### src/rtl/proc_io_port.sv
// proc_io_port: device-side I/O port with input FIFO, output holding register and interrupt.
// Define PROC_IO_INT_EN to build the interrupt FSM; otherwise interrupt is tied low.
module proc_io_port #(
  parameter int DATA_W     = 16,
  parameter int IN_DEPTH   = 4,
  parameter int INT_THRESH = 1
) (
  input  logic                      clk,
  input  logic                      reset,
  input  logic [DATA_W-1:0]         dev_in_data,
  input  logic                      dev_in_valid,
  output logic                      dev_in_ready,
  output logic [DATA_W-1:0]         cpu_data_in,
  input  logic                      cpu_rd,
  input  logic [DATA_W-1:0]         cpu_data_out,
  input  logic                      cpu_wr,
  output logic                      cpu_wr_busy,
  output logic [DATA_W-1:0]         dev_out_data,
  output logic                      dev_out_valid,
  input  logic                      dev_out_ready,
  output logic                      interrupt,
  input  logic                      int_ack,
  output logic [$clog2(IN_DEPTH):0] in_count,
  output logic [1:0]                err
);

  localparam int AW = $clog2(IN_DEPTH);
  localparam int CW = AW + 1;
  localparam logic [CW-1:0] DEPTH_C = CW'(IN_DEPTH);

  typedef enum logic {OUT_IDLE, OUT_FULL} out_st_e;

  logic [DATA_W-1:0] mem_q [IN_DEPTH];
  logic [AW-1:0]     rd_ptr_q, rd_ptr_d;
  logic [AW-1:0]     wr_ptr_q, wr_ptr_d;
  logic [CW-1:0]     cnt_q, cnt_d;
  logic [1:0]        err_q, err_d;
  logic              full, empty, push, pop;
  out_st_e           out_st_q;
  logic [DATA_W-1:0] out_data_q;

  assign full  = (cnt_q == DEPTH_C);
  assign empty = (cnt_q == '0);
  assign push  = dev_in_valid && !full;
  assign pop   = cpu_rd && !empty;

  always_comb begin
    rd_ptr_d = rd_ptr_q;
    wr_ptr_d = wr_ptr_q;
    cnt_d    = cnt_q;
    err_d    = err_q;
    if (push) wr_ptr_d = wr_ptr_q + 1'b1;
    if (pop)  rd_ptr_d = rd_ptr_q + 1'b1;
    case ({push, pop})
      2'b10:   cnt_d = cnt_q + 1'b1;
      2'b01:   cnt_d = cnt_q - 1'b1;
      default: cnt_d = cnt_q;
    endcase
    if (cpu_rd && empty) err_d[0] = 1'b1;
    if (out_st_q == OUT_FULL && cpu_wr && !dev_out_ready)
      err_d[1] = 1'b1;
  end

  always_ff @(posedge clk or negedge reset) begin
    if (!reset) begin
      rd_ptr_q <= '0;
      wr_ptr_q <= '0;
      cnt_q    <= '0;
      err_q    <= '0;
    end else begin
      rd_ptr_q <= rd_ptr_d;
      wr_ptr_q <= wr_ptr_d;
      cnt_q    <= cnt_d;
      err_q    <= err_d;
    end
  end

  // Storage needs no reset: an empty FIFO masks the head to zero.
  always_ff @(posedge clk) begin
    if (push) mem_q[wr_ptr_q] <= dev_in_data;
  end

  always_ff @(posedge clk or negedge reset) begin
    if (!reset) begin
      out_st_q   <= OUT_IDLE;
      out_data_q <= '0;
    end else begin
      unique case (out_st_q)
        OUT_IDLE: begin
          if (cpu_wr) begin
            out_data_q <= cpu_data_out;
            out_st_q   <= OUT_FULL;
          end
        end
        OUT_FULL: begin
          if (dev_out_ready) begin
            if (cpu_wr) out_data_q <= cpu_data_out;
            else        out_st_q   <= OUT_IDLE;
          end
        end
      endcase
    end
  end

  assign dev_in_ready  = !full;
  assign cpu_data_in   = empty ? '0 : mem_q[rd_ptr_q];
  assign in_count      = cnt_q;
  assign err           = err_q;
  assign dev_out_valid = (out_st_q == OUT_FULL);
  assign dev_out_data  = out_data_q;
  assign cpu_wr_busy   = (out_st_q == OUT_FULL) && !dev_out_ready;

`ifdef PROC_IO_INT_EN
  localparam logic [CW-1:0] THRESH_C = CW'(INT_THRESH);

  typedef enum logic [1:0] {INT_IDLE, INT_PEND, INT_WAIT} int_st_e;

  int_st_e int_st_q;
  logic    irq_q;

  // One interrupt per fill episode: re-arm only once occupancy drops below threshold.
  always_ff @(posedge clk or negedge reset) begin
    if (!reset) begin
      int_st_q <= INT_IDLE;
      irq_q    <= 1'b0;
    end else begin
      unique case (int_st_q)
        INT_IDLE: begin
          if (cnt_q >= THRESH_C) begin
            int_st_q <= INT_PEND;
            irq_q    <= 1'b1;
          end
        end
        INT_PEND: begin
          if (int_ack) begin
            int_st_q <= INT_WAIT;
            irq_q    <= 1'b0;
          end
        end
        INT_WAIT: begin
          if (cnt_q < THRESH_C) int_st_q <= INT_IDLE;
        end
        default: begin
          int_st_q <= INT_IDLE;
          irq_q    <= 1'b0;
        end
      endcase
    end
  end

  assign interrupt = irq_q;
`else
  localparam int UNUSED_THRESH = INT_THRESH;
  logic unused_ack;
  assign unused_ack = int_ack;
  assign interrupt  = 1'b0;
`endif

endmodule

### config.mk
export PLATFORM = sky130hd
export DESIGN_NAME = proc_io_port
export DESIGN_NICKNAME = d
export VERILOG_FILES = /design/src/rtl/proc_io_port.sv
export SDC_FILE = /design/constraint.sdc
export NUM_CORES = 1
export LEC_CHECK = 0
export ABC_CLOCK_PERIOD_IN_PS = 5290
export CORE_MARGIN = 10
export CORE_UTILIZATION = 35
export CTS_BUF_LIST = sky130_fd_sc_hd__clkbuf_8
export DETAILED_ROUTE_END_ITERATION = 16
export REMOVE_ABC_BUFFERS = 1
export SETUP_SLACK_MARGIN = 0.1
export SYNTH_ARGS = -nofsm -noshare
export SYNTH_HDL_FRONTEND = slang
export SYNTH_SLANG_ARGS = --single-unit
### constraint.sdc
create_clock -name clk -period 5.29 [get_ports clk]
set_clock_uncertainty 0.05 [all_clocks]
set_input_delay 1.058 -clock clk [delete_from_list [all_inputs] [get_ports clk]]
set_output_delay 1.058 -clock clk [all_outputs]
set_load 0.05 [all_outputs]
* Word-level counts from Yosys, hierarchy flattened
Memories as Yosys holds them, arrays and structs flattened.
Cells that the tools add are included.
** Word-level totals
- Register bits after elaboration :: 26
- Memory bits (writable) :: 64
- Input port bits :: 39
- Output and inout bits :: 41
- Logic and storage cells :: 38
- Memories kept :: 1
** Memories
- mem_q :: words 4, width 16, read ports 1, clocked after memory_dff 0, write ports 1, RTL line 33 : logic [DATA_W-1:0] mem_q [IN_DEPTH];
** Operators by class
- $add $sub $neg :: 4
- Eq/ne operators :: 4
- Mux-type cells :: 10
- Bitwise gates (word level) :: 1
- Reduce and logical (&&, ||, !) cells :: 11
** Operator list (number)
- $mux W16 :: 3
- $pmux W16 S2 :: 1
- $logic_and A1 B1 Y1 :: 6
- $pmux W3 S2 :: 1
- $add A2 B1 Y2 const B :: 2
- $mux W1 :: 4
- $add A3 B1 Y3 const B :: 1
- $eq A3 B3 Y1 const B :: 1
- $logic_not A1 Y1 :: 3
- $logic_not A3 Y1 :: 1
- $sub A3 B1 Y3 const B :: 1
- $eq A2 B1 Y1 const B :: 1
- $eq A2 B2 Y1 const B :: 1
- $ne A2 B2 Y1 const B :: 1
- $pmux W1 S2 :: 1
- $reduce_bool A2 Y1 :: 1
- $not A1 Y1 :: 1

* Longest topological paths before layout
Gate-level depths: netlist of run 1.
- Depth in word-level cells :: 5
- Mapped depth :: 9
- Gate-level depth less buffers :: 9

* Worst setup path before layout of run 1
Ideal clock, no wire load.
- Kind :: register to output
- Start :: register cnt_q[0] (netlist: in_count[0])
- End :: output cpu_data_in[0]
- Arrival :: 1.812 ns
- Data required time :: 4.182 ns
- Slack :: 2.370 ns
- Stages on the path, launching flop included :: 4
- Buffers on the path :: 1
- Path through :: dfrtp_1 -> nor3_2 -> clkbuf_1 -> nor2b_1
** Between the ends
- Word-level cells in the longest chain between the ends :: 2
** Ends and longest elaborated chain
- start, declared :: RTL line 36 : logic [CW-1:0] cnt_q, cnt_d;
- start signal, assigned :: RTL line 73 : cnt_q <= cnt_d;
- $logic_not A3 Y1 :: RTL line 43 : assign empty = (cnt_q == '0);
- $mux W16 :: RTL line 106 : assign cpu_data_in = empty ? '0 : mem_q[rd_ptr_q];
- end, declared :: RTL line 13 : output logic [DATA_W-1:0] cpu_data_in,
No other way between the ends.

* Worst setup path in the final report of run 1
- Start :: register cnt_q[0] (netlist: in_count[0])
- End :: output cpu_data_in[3]
The elaborated chain is that of the path after synthesis.

==> results of run 1 <==
[state kept, by name, indices dropped and copies added, names as in the netlist]
name           flops
mem_q             64
dev_out_data      16
in_count           3
err                2
rd_ptr_q           2
wr_ptr_q           2
dev_out_valid      1
[cells by family after synthesis]
group	Yosys count	synth area share [%]
mux	34	15.9
compound gates	2	0.421
other cells	1	0.105
fa+ha+maj	6	2.32
buf+inv	14	2.11
flops	90	72.2
xor+xnor	6	1.47
simple gates	30	5.51
[worst max-delay path, cell delays in order (launching register included)]
cell and delay, ps:
dfrtp_1 440, nor3_2 780, buf_4 270, and2b_1 170
clkdlybuf4s50_1 690
[how the worst max path moves through the flow]
stage	from	end	slack (ps)	depth (start not counted)
final	in_count[0]	cpu_data_in[3]	1480	4
after detailed placement	dev_out_ready	cpu_wr_busy	1680	4
after global placement	dev_out_ready	cpu_wr_busy	1670	4
after global routing	in_count[0]	cpu_data_in[3]	1290	4
after floorplan	rd_ptr_q[0]	cpu_data_in[0]	2230	2
after CTS	in_count[0]	cpu_data_in[3]	1360	4
[cell type report]
| type | count | area (µm²) |
|---|---|---|
| clock buffers | 9 | 124 |
| clock inverters | 7 | 61.3 |
| fillers | 863 | 5200 |
| inverters | 7 | 26.3 |
| multi-input cells | 79 | 916 |
| flip-flops and latches | 90 | 2570 |
| well taps | 133 | 166 |
| repair buffers | 81 | 801 |
[synthesized netlist by cell type, drive strengths merged]
| cell | instances |
|---|---|
| edfxtp | 64 |
| dfrtp | 26 |
| mux2 | 17 |
| mux4 | 16 |
| nor2b | 15 |
| inv | 7 |
| buf | 6 |
| ha | 5 |
| and3 | 4 |
| xor2 | 4 |
| a21o | 2 |
| and2b | 2 |
| nand2 | 2 |
| nand2b | 2 |
| nor2 | 2 |
| xnor2 | 2 |
| and2 | 1 |
| clkbuf | 1 |
| conb | 1 |
| fa | 1 |
| mux2i | 1 |
| nor3 | 1 |
| or3b | 1 |
[power breakdown]
group | internal, mW | leakage [nW] | switching (mW) | total [mW]
logic | 0.503 | 0.711 | 0.768 | 1.27
registers | 0.917 | 0.884 | 0.0942 | 1.01
clock network | 0.213 | 0.0931 | 0.222 | 0.434
total | 1.63 | 1.69 | 1.08 | 2.72
[routing by layer]
metal / vias to the layer above / routed length (µm)
met2: 40 / 3890
met1: 921 / 2690
met4: 0 / 133
met3: 10 / 393
li1: 849 / -
met5: - / 0
==> impl_metrics.toml, run 1 <==
[routing]
ant_nets = 0
num_vias = 1820
drc_errors = 0
firstDrtPassIters = 3
drtIter0Drc = 39
viasPerCell = 4.48
wire_per_inst_um = 17.5
totalWireLength_mm = 7.11

[final_layout]
n_antenna_cell = 0
fin_area_um2 = 4670
area_delta_synth_final_pct = 31.0
final_cells = 406
fin_nets = 313
layout_commonest_cell = "clkdlybuf4s50_1"
final_util_pct = 47.3
layout_common_cells = "clkdlybuf4s50_1 (77), edfxtp_1 (64), dfrtp_1 (26)"
layout-drive-gt1-share_pct = 20.5

[clocking]
htreeDepth = 3
cts_max_path_buffers = 2
worstSkewPairLatency_ps = 340
postCtsSetupBuffers = 0
ctsResizeCount = 0
tritoncts = "done"
cts_hold_buf = 0
cts_inserted_buffers = 9
root_buffer = "clkbuf_8"
clk_pin_slew_ps = 80
clock-sinks = 90

[flow_run]
max-cap-violations = 0

[die]
dieArea_um2 = 14600
dieHeight_um = 121
row_count = 36
die_w_um = 121
io_pins = 80
start_util_pct = 36.1
core_um2 = 9860

[power]
leakage_nw = 1.69
total_power_mw = 2.72
vdd_drop_max_v = 0.000274
power_density_nw_per_um2 = 582

[placed_design]
place_area_um2 = 4480
detailedPlace.worstSlack_ps = 1680
dp_cells = 390
detailed_place_hpwl_mm = 4.93
numPortBuffers = 77
gp_congestion = 0.750

[worst_setup_path]
end_kind = "primary output"
reg2reg_to = "in_count[2]"
r2r_start = "in_count[0]"
reg2reg_depth = 8
required_ps = 4180
worstSetupPathType = "reg -> out"
crit_path_start_kind = "flop"
worstPathArrival_ps = 2710
critPathMaxFanout = 12
r2r_slack_ps = 2860

[synth]
synth_top_cell_area_share_pct = 53.9
synth_cell_types = 26
synth_seq_area_share_pct = 72.2
synth_area_leaders = "edfxtp_1 (54%), dfrtp_1 (18%), mux4_2 (10%), mux2_2 (5.1%), nor2b_1 (2.6%)"
ys.warnings.count = 0
syn_avg_cell_area_um2 = 19.5
synth-seq-cells = 90
synth_area_leader_cell = "edfxtp_1"
syn_area_um2 = 3560
postSynthCellCount = 183

[timing]
finalHoldViolCount = 0
whs_ps = 426
period_needed_ps = 3810
setup-violations-final = 0
finalSetupTns_ps = 0
rsz0062_at_grt = "false"
finalMaxSlewViolations = 0
tightest_slew_ps = 924
fin_crit_sh_pct = 72.1
max_slew_margin_pct = 38.1
fmax_ghz = 0.262
timing.final.ws_setup_ps = 1480

[global_route]
grt_use_met2_pct = 17.2
grt_pass1_vias = 1987
grt_usage_pct = 9.88
antenna_found_initial = 0
grt_max_degree = 27
grt_pass1_wl_mm = 10.9
grt-busiest-layer = "met2"
use_met3_pct = 2.79
grtUsageMet1_pct = 10.8
overflow = 0

[hold_path]
min_path_cells = 1
hold_end = "err[1]"
hold_start = "err[1]"
hold_path.class = "reg -> reg"

[status]
outcome = "finished, final reports clean"
(Power assumes the default switching activity.)
==> run 2: changes to the inputs <==
--- a/config.mk
+++ b/config.mk
@@ -5,7 +5,7 @@
 export SDC_FILE = /design/constraint.sdc
 export NUM_CORES = 1
 export LEC_CHECK = 0
-export ABC_CLOCK_PERIOD_IN_PS = 5290
+export ABC_CLOCK_PERIOD_IN_PS = 3300
 export CORE_MARGIN = 10
 export CORE_UTILIZATION = 35
 export CTS_BUF_LIST = sky130_fd_sc_hd__clkbuf_8
==> constraint.sdc (replaced) <==
create_clock -name clk -period 3.3 [get_ports clk]
set_clock_uncertainty 0.05 [all_clocks]
set_input_delay 0.66 -clock clk [delete_from_list [all_inputs] [get_ports clk]]
set_output_delay 0.66 -clock clk [all_outputs]
set_load 0.05 [all_outputs]
==> run 2 against run 1 <==
Against the previous run: total power rose by 61%; die area did not move; clock-buffer cell count rose by 2; non-clock buffer count did not move; register-to-register slack got worse by 1800 ps; highest routed layer unchanged; first-iteration DRC count rose by 72%; cell area fell by 0.30%.
==> impl_metrics.toml, run 2 (synthesized netlist as in run 1, its figures left out) <==
[die]
start_util_pct = 36.1
die_w_um = 121
core_um2 = 9860
row_count = 36
dieHeight_um = 121
io_pins = 80
dieArea_um2 = 14600

[power]
leakage_nw = 1.73
vdd_drop_max_v = 0.000546
power_density_nw_per_um2 = 937

[worst_setup_path]
required_ps = 2590
critPathMaxFanout = 3
end_kind = "primary output"
worstSetupPathType = "in -> out"
worstPathArrival_ps = 2100
crit_path_start_kind = "primary input"

[placed_design]
place_area_um2 = 4450
detailed_place_hpwl_mm = 4.90
gp_congestion = 0.708
dp_cells = 390
detailedPlace.worstSlack_ps = 469
numPortBuffers = 77

[clocking]
htreeDepth = 3
clock-sinks = 90
cts_inserted_buffers = 9
root_buffer = "clkbuf_8"
worstSkewPairLatency_ps = 350
tritoncts = "done"
ctsResizeCount = 0
cts_hold_buf = 0
cts_max_path_buffers = 2
postCtsSetupBuffers = 0
clk_pin_slew_ps = 90

[timing]
finalHoldViolCount = 0
tightest_slew_ps = 683
fmax_ghz = 0.355
fin_crit_sh_pct = 85.3
period_needed_ps = 2810
max_slew_margin_pct = 54.3
finalMaxSlewViolations = 0
timing.final.ws_setup_ps = 486
finalSetupTns_ps = 0
whs_ps = 422
setup-violations-final = 0
rsz0062_at_grt = "false"

[flow_run]
max-cap-violations = 0

[global_route]
antenna_found_initial = 0
grt_pass1_vias = 1951
grt_pass1_wl_mm = 10.8
grt_usage_pct = 9.81
overflow = 0
grt_max_degree = 27

[routing]
ant_nets = 0
drtIter0Drc = 67
wire_per_inst_um = 17.3
num_vias = 1806
drc_errors = 0
firstDrtPassIters = 4
viasPerCell = 4.45
totalWireLength_mm = 7.01

[hold_path]
hold_path.class = "reg -> reg"

[final_layout]
fin_area_um2 = 4650
n_antenna_cell = 0
top_register = "mem_q"
layout_common_cells = "edfxtp_1 (64), clkdlybuf4s50_1 (61), dfrtp_1 (26)"
largest_reg_flops = 64
final_cells = 406
area_delta_synth_final_pct = 30.6
layout-drive-gt1-share_pct = 26.7
layout_commonest_cell = "edfxtp_1"
fin_nets = 313

[status]
outcome = "finished, final reports clean"
==> run 2: stage by stage <==
stage / power, mW / util (%)
2_1_floorplan: 3.01 / -
3_3_place_gp: 3.67 / 45.2
3_5_place_dp: 3.70 / 45.2
4_1_cts: 4.44 / 47.2
5_1_grt: 4.61 / 47.2
6_report: 4.36 / 47.2
==> run 2: report_power, final <==
group          internal [mW]  total [mW]  switching (mW)  leakage [nW]
combinational          0.770        2.05            1.28         0.732
sequential              1.47        1.58           0.108         0.884
clock                  0.384       0.737           0.352         0.114
==> run 2: critical path, stage by stage <==
cell,delay (ps)
clkdlybuf4s50_1,390
nand2b_1,170
inv_1,80
clkdlybuf4s50_1,810
==> run 2: final timing paths <==
kind	endpoint	start	cells past startpoint	slack [ps]
hold reg to reg	err[1]	err[1]	1	420
hold / removal	err[1]	err[1]	1	420
setup reg to reg	in_count[2]	in_count[0]	9	1020
min in group asynchronous	dev_out_data[5]	reset	2	620
setup / recovery	cpu_wr_busy	dev_out_ready	4	490
max in group asynchronous	rd_ptr_q[1]	reset	2	2310
==> run 2: cell type report <==
cell class,count,area [µm²]
clock buffers,11,151
clock inverters,5,47.5
fillers,878,5210
inverters,7,26.3
multi-input cells,79,916
flip-flops and latches,90,2570
well taps,133,166
repair buffers,81,773
==> run 2: per-layer routing <==
layer  routed length [µm]  share of wire, %  GRT usage [%]  vias to the layer above
met1                 2780                40           11.3                      907
met5                    0                 0              0                        -
met4                  124               1.8           4.30                        0
met2                 3730                53           16.5                       41
li1                     -                 -              -                      849
met3                  369               5.3           2.93                        9
==> run 3: changes to the inputs <==
--- a/config.mk
+++ b/config.mk
@@ -5,7 +5,7 @@
 export SDC_FILE = /design/constraint.sdc
 export NUM_CORES = 1
 export LEC_CHECK = 0
-export ABC_CLOCK_PERIOD_IN_PS = 3300
+export ABC_CLOCK_PERIOD_IN_PS = 3250
 export CORE_MARGIN = 10
 export CORE_UTILIZATION = 35
 export CTS_BUF_LIST = sky130_fd_sc_hd__clkbuf_8
==> constraint.sdc (replaced) <==
create_clock -name clk -period 3.25 [get_ports clk]
set_clock_uncertainty 0.05 [all_clocks]
set_input_delay 0.325 -clock clk [delete_from_list [all_inputs] [get_ports clk]]
set_output_delay 0.325 -clock clk [all_outputs]
set_load 0.05 [all_outputs]
==> run 3 against run 2 <==
Against the previous run: sequential power increased by 3%; non-clock buffer count increased by 2; critical path depth decreased by 1.
==> impl_metrics.toml, run 3 (synthesized netlist as in run 1, its figures left out) <==
[timing]
finalHoldViolCount = 0
period_needed_ps = 2800
setup-violations-final = 0
fin_crit_sh_pct = 86.2
finalSetupTns_ps = 0
max_slew_margin_pct = 52.1
timing.final.ws_setup_ps = 447
whs_ps = 299
finalMaxSlewViolations = 0
fmax_ghz = 0.357
tightest_slew_ps = 718
rsz0062_at_grt = "false"

[worst_setup_path]
required_ps = 2870
critPathMaxFanout = 15
cp_num_buf_inv = 1
r2r_start = "in_count[0]"
worstSetupPathType = "reg -> out"
r2r_slack_ps = 980
reg2reg_depth = 9
slowest_stage = "clkdlybuf4s50_1"
crit_chain = "mux4_2, nor2b_1, clkdlybuf4s50_1"
reg2reg_to = "in_count[2]"
worstPathArrival_ps = 2430
cpPeakStageDelay_ps = 820
end_kind = "primary output"
crit_family = "buffers and inverters"
crit_path_start_kind = "flop"

[placed_design]
detailedPlace.worstSlack_ps = 709
numPortBuffers = 77
detailed_place_hpwl_mm = 4.94
gp_congestion = 0.725

[final_layout]
largest_reg_flops = 64
layout-drive-gt1-share_pct = 23.3
fin_nets = 315
n_antenna_cell = 0
area_delta_synth_final_pct = 31.1
final_util_pct = 47.3
layout_common_cells = "clkdlybuf4s50_1 (72), edfxtp_1 (64), dfrtp_1 (26)"
layout_commonest_cell = "clkdlybuf4s50_1"
top_register = "mem_q"

[global_route]
grt_pass1_wl_mm = 11.1
grt_usage_pct = 9.90
grt_pass1_vias = 2041
overflow = 0
grt_max_degree = 27
antenna_found_initial = 0

[die]
dieHeight_um = 121
io_pins = 80
row_count = 36
dieArea_um2 = 14600
core_um2 = 9860
start_util_pct = 36.1
die_w_um = 121

[clocking]
postCtsSetupBuffers = 0
clock-sinks = 90
cts_max_path_buffers = 2
worstSkewPairLatency_ps = 340
cts_inserted_buffers = 9
cts_hold_buf = 0
tritoncts = "done"
htreeDepth = 3
root_buffer = "clkbuf_8"
clk_pin_slew_ps = 80
ctsResizeCount = 0

[routing]
firstDrtPassIters = 4
viasPerCell = 4.42
ant_nets = 0
totalWireLength_mm = 6.93
drc_errors = 0
wire_per_inst_um = 17.0
drtIter0Drc = 67
num_vias = 1802

[hold_path]
hold_path.class = "in -> async"

[power]
leakage_nw = 1.71
power_density_nw_per_um2 = 947
vdd_drop_max_v = 0.000492

[flow_run]
max-cap-violations = 0

[status]
outcome = "finished, final reports clean"
run 3: cell count changes in the layout (fill, tap and decap cells not counted), sizes merged:
cell,previous run,this run
buf,20,11
clkbuf,11,9
clkdlybuf4s50,61,72
clkinv,0,3
clkinvlp,0,1
inv,11,9
run 3: per-stage QoR:
step / area, µm² / std cells / total power, mW
final: 4670 / 408 / 4.42
after global routing: 4670 / 408 / 4.67
after CTS: 4670 / 408 / 4.51
after detailed placement: 4480 / 392 / 3.80
after global placement: 4480 / 392 / 3.77
after floorplan: 3510 / 176 / 3.05
run 3: worst max path at each step:
stage	start	to	slack [ps]	cells past startpoint
detailed placement	rd_ptr_q[1]	cpu_data_in[2]	710	3
finish	rd_ptr_q[1]	cpu_data_in[12]	450	3
floorplan	in_count[2]	in_count[2]	690	9
global route	rd_ptr_q[1]	cpu_data_in[2]	290	3
CTS	rd_ptr_q[1]	cpu_data_in[2]	330	3
global placement	rd_ptr_q[1]	cpu_data_in[2]	740	3
run 3: power breakdown:
group / switching, mW / leakage, nW / internal [mW] / total, mW
Sequential: 0.129 / 0.884 / 1.49 / 1.62
Clock: 0.360 / 0.0992 / 0.348 / 0.708
Combinational: 1.27 / 0.726 / 0.819 / 2.09
Total: 1.76 / 1.71 / 2.66 / 4.42
run 3: final cells by class:
cell class                 count  area [µm²]
fill                         863        5190
multi-input combinational     79         916
clock buffer                   9         124
timing repair buffer          83         803
sequential                    90        2570
clock inverter                 7        62.6
tap                          133         166
inverter                       7        26.3
run 3: per-layer routing:
layer / GRT usage (%) / wire length (µm) / vias to the layer above
met5: 0 / 0 / -
met4: 4.75 / 116 / 0
met3: 2.28 / 316 / 10
met2: 17.1 / 3750 / 42
met1: 11.3 / 2750 / 894
li1: - / - / 856
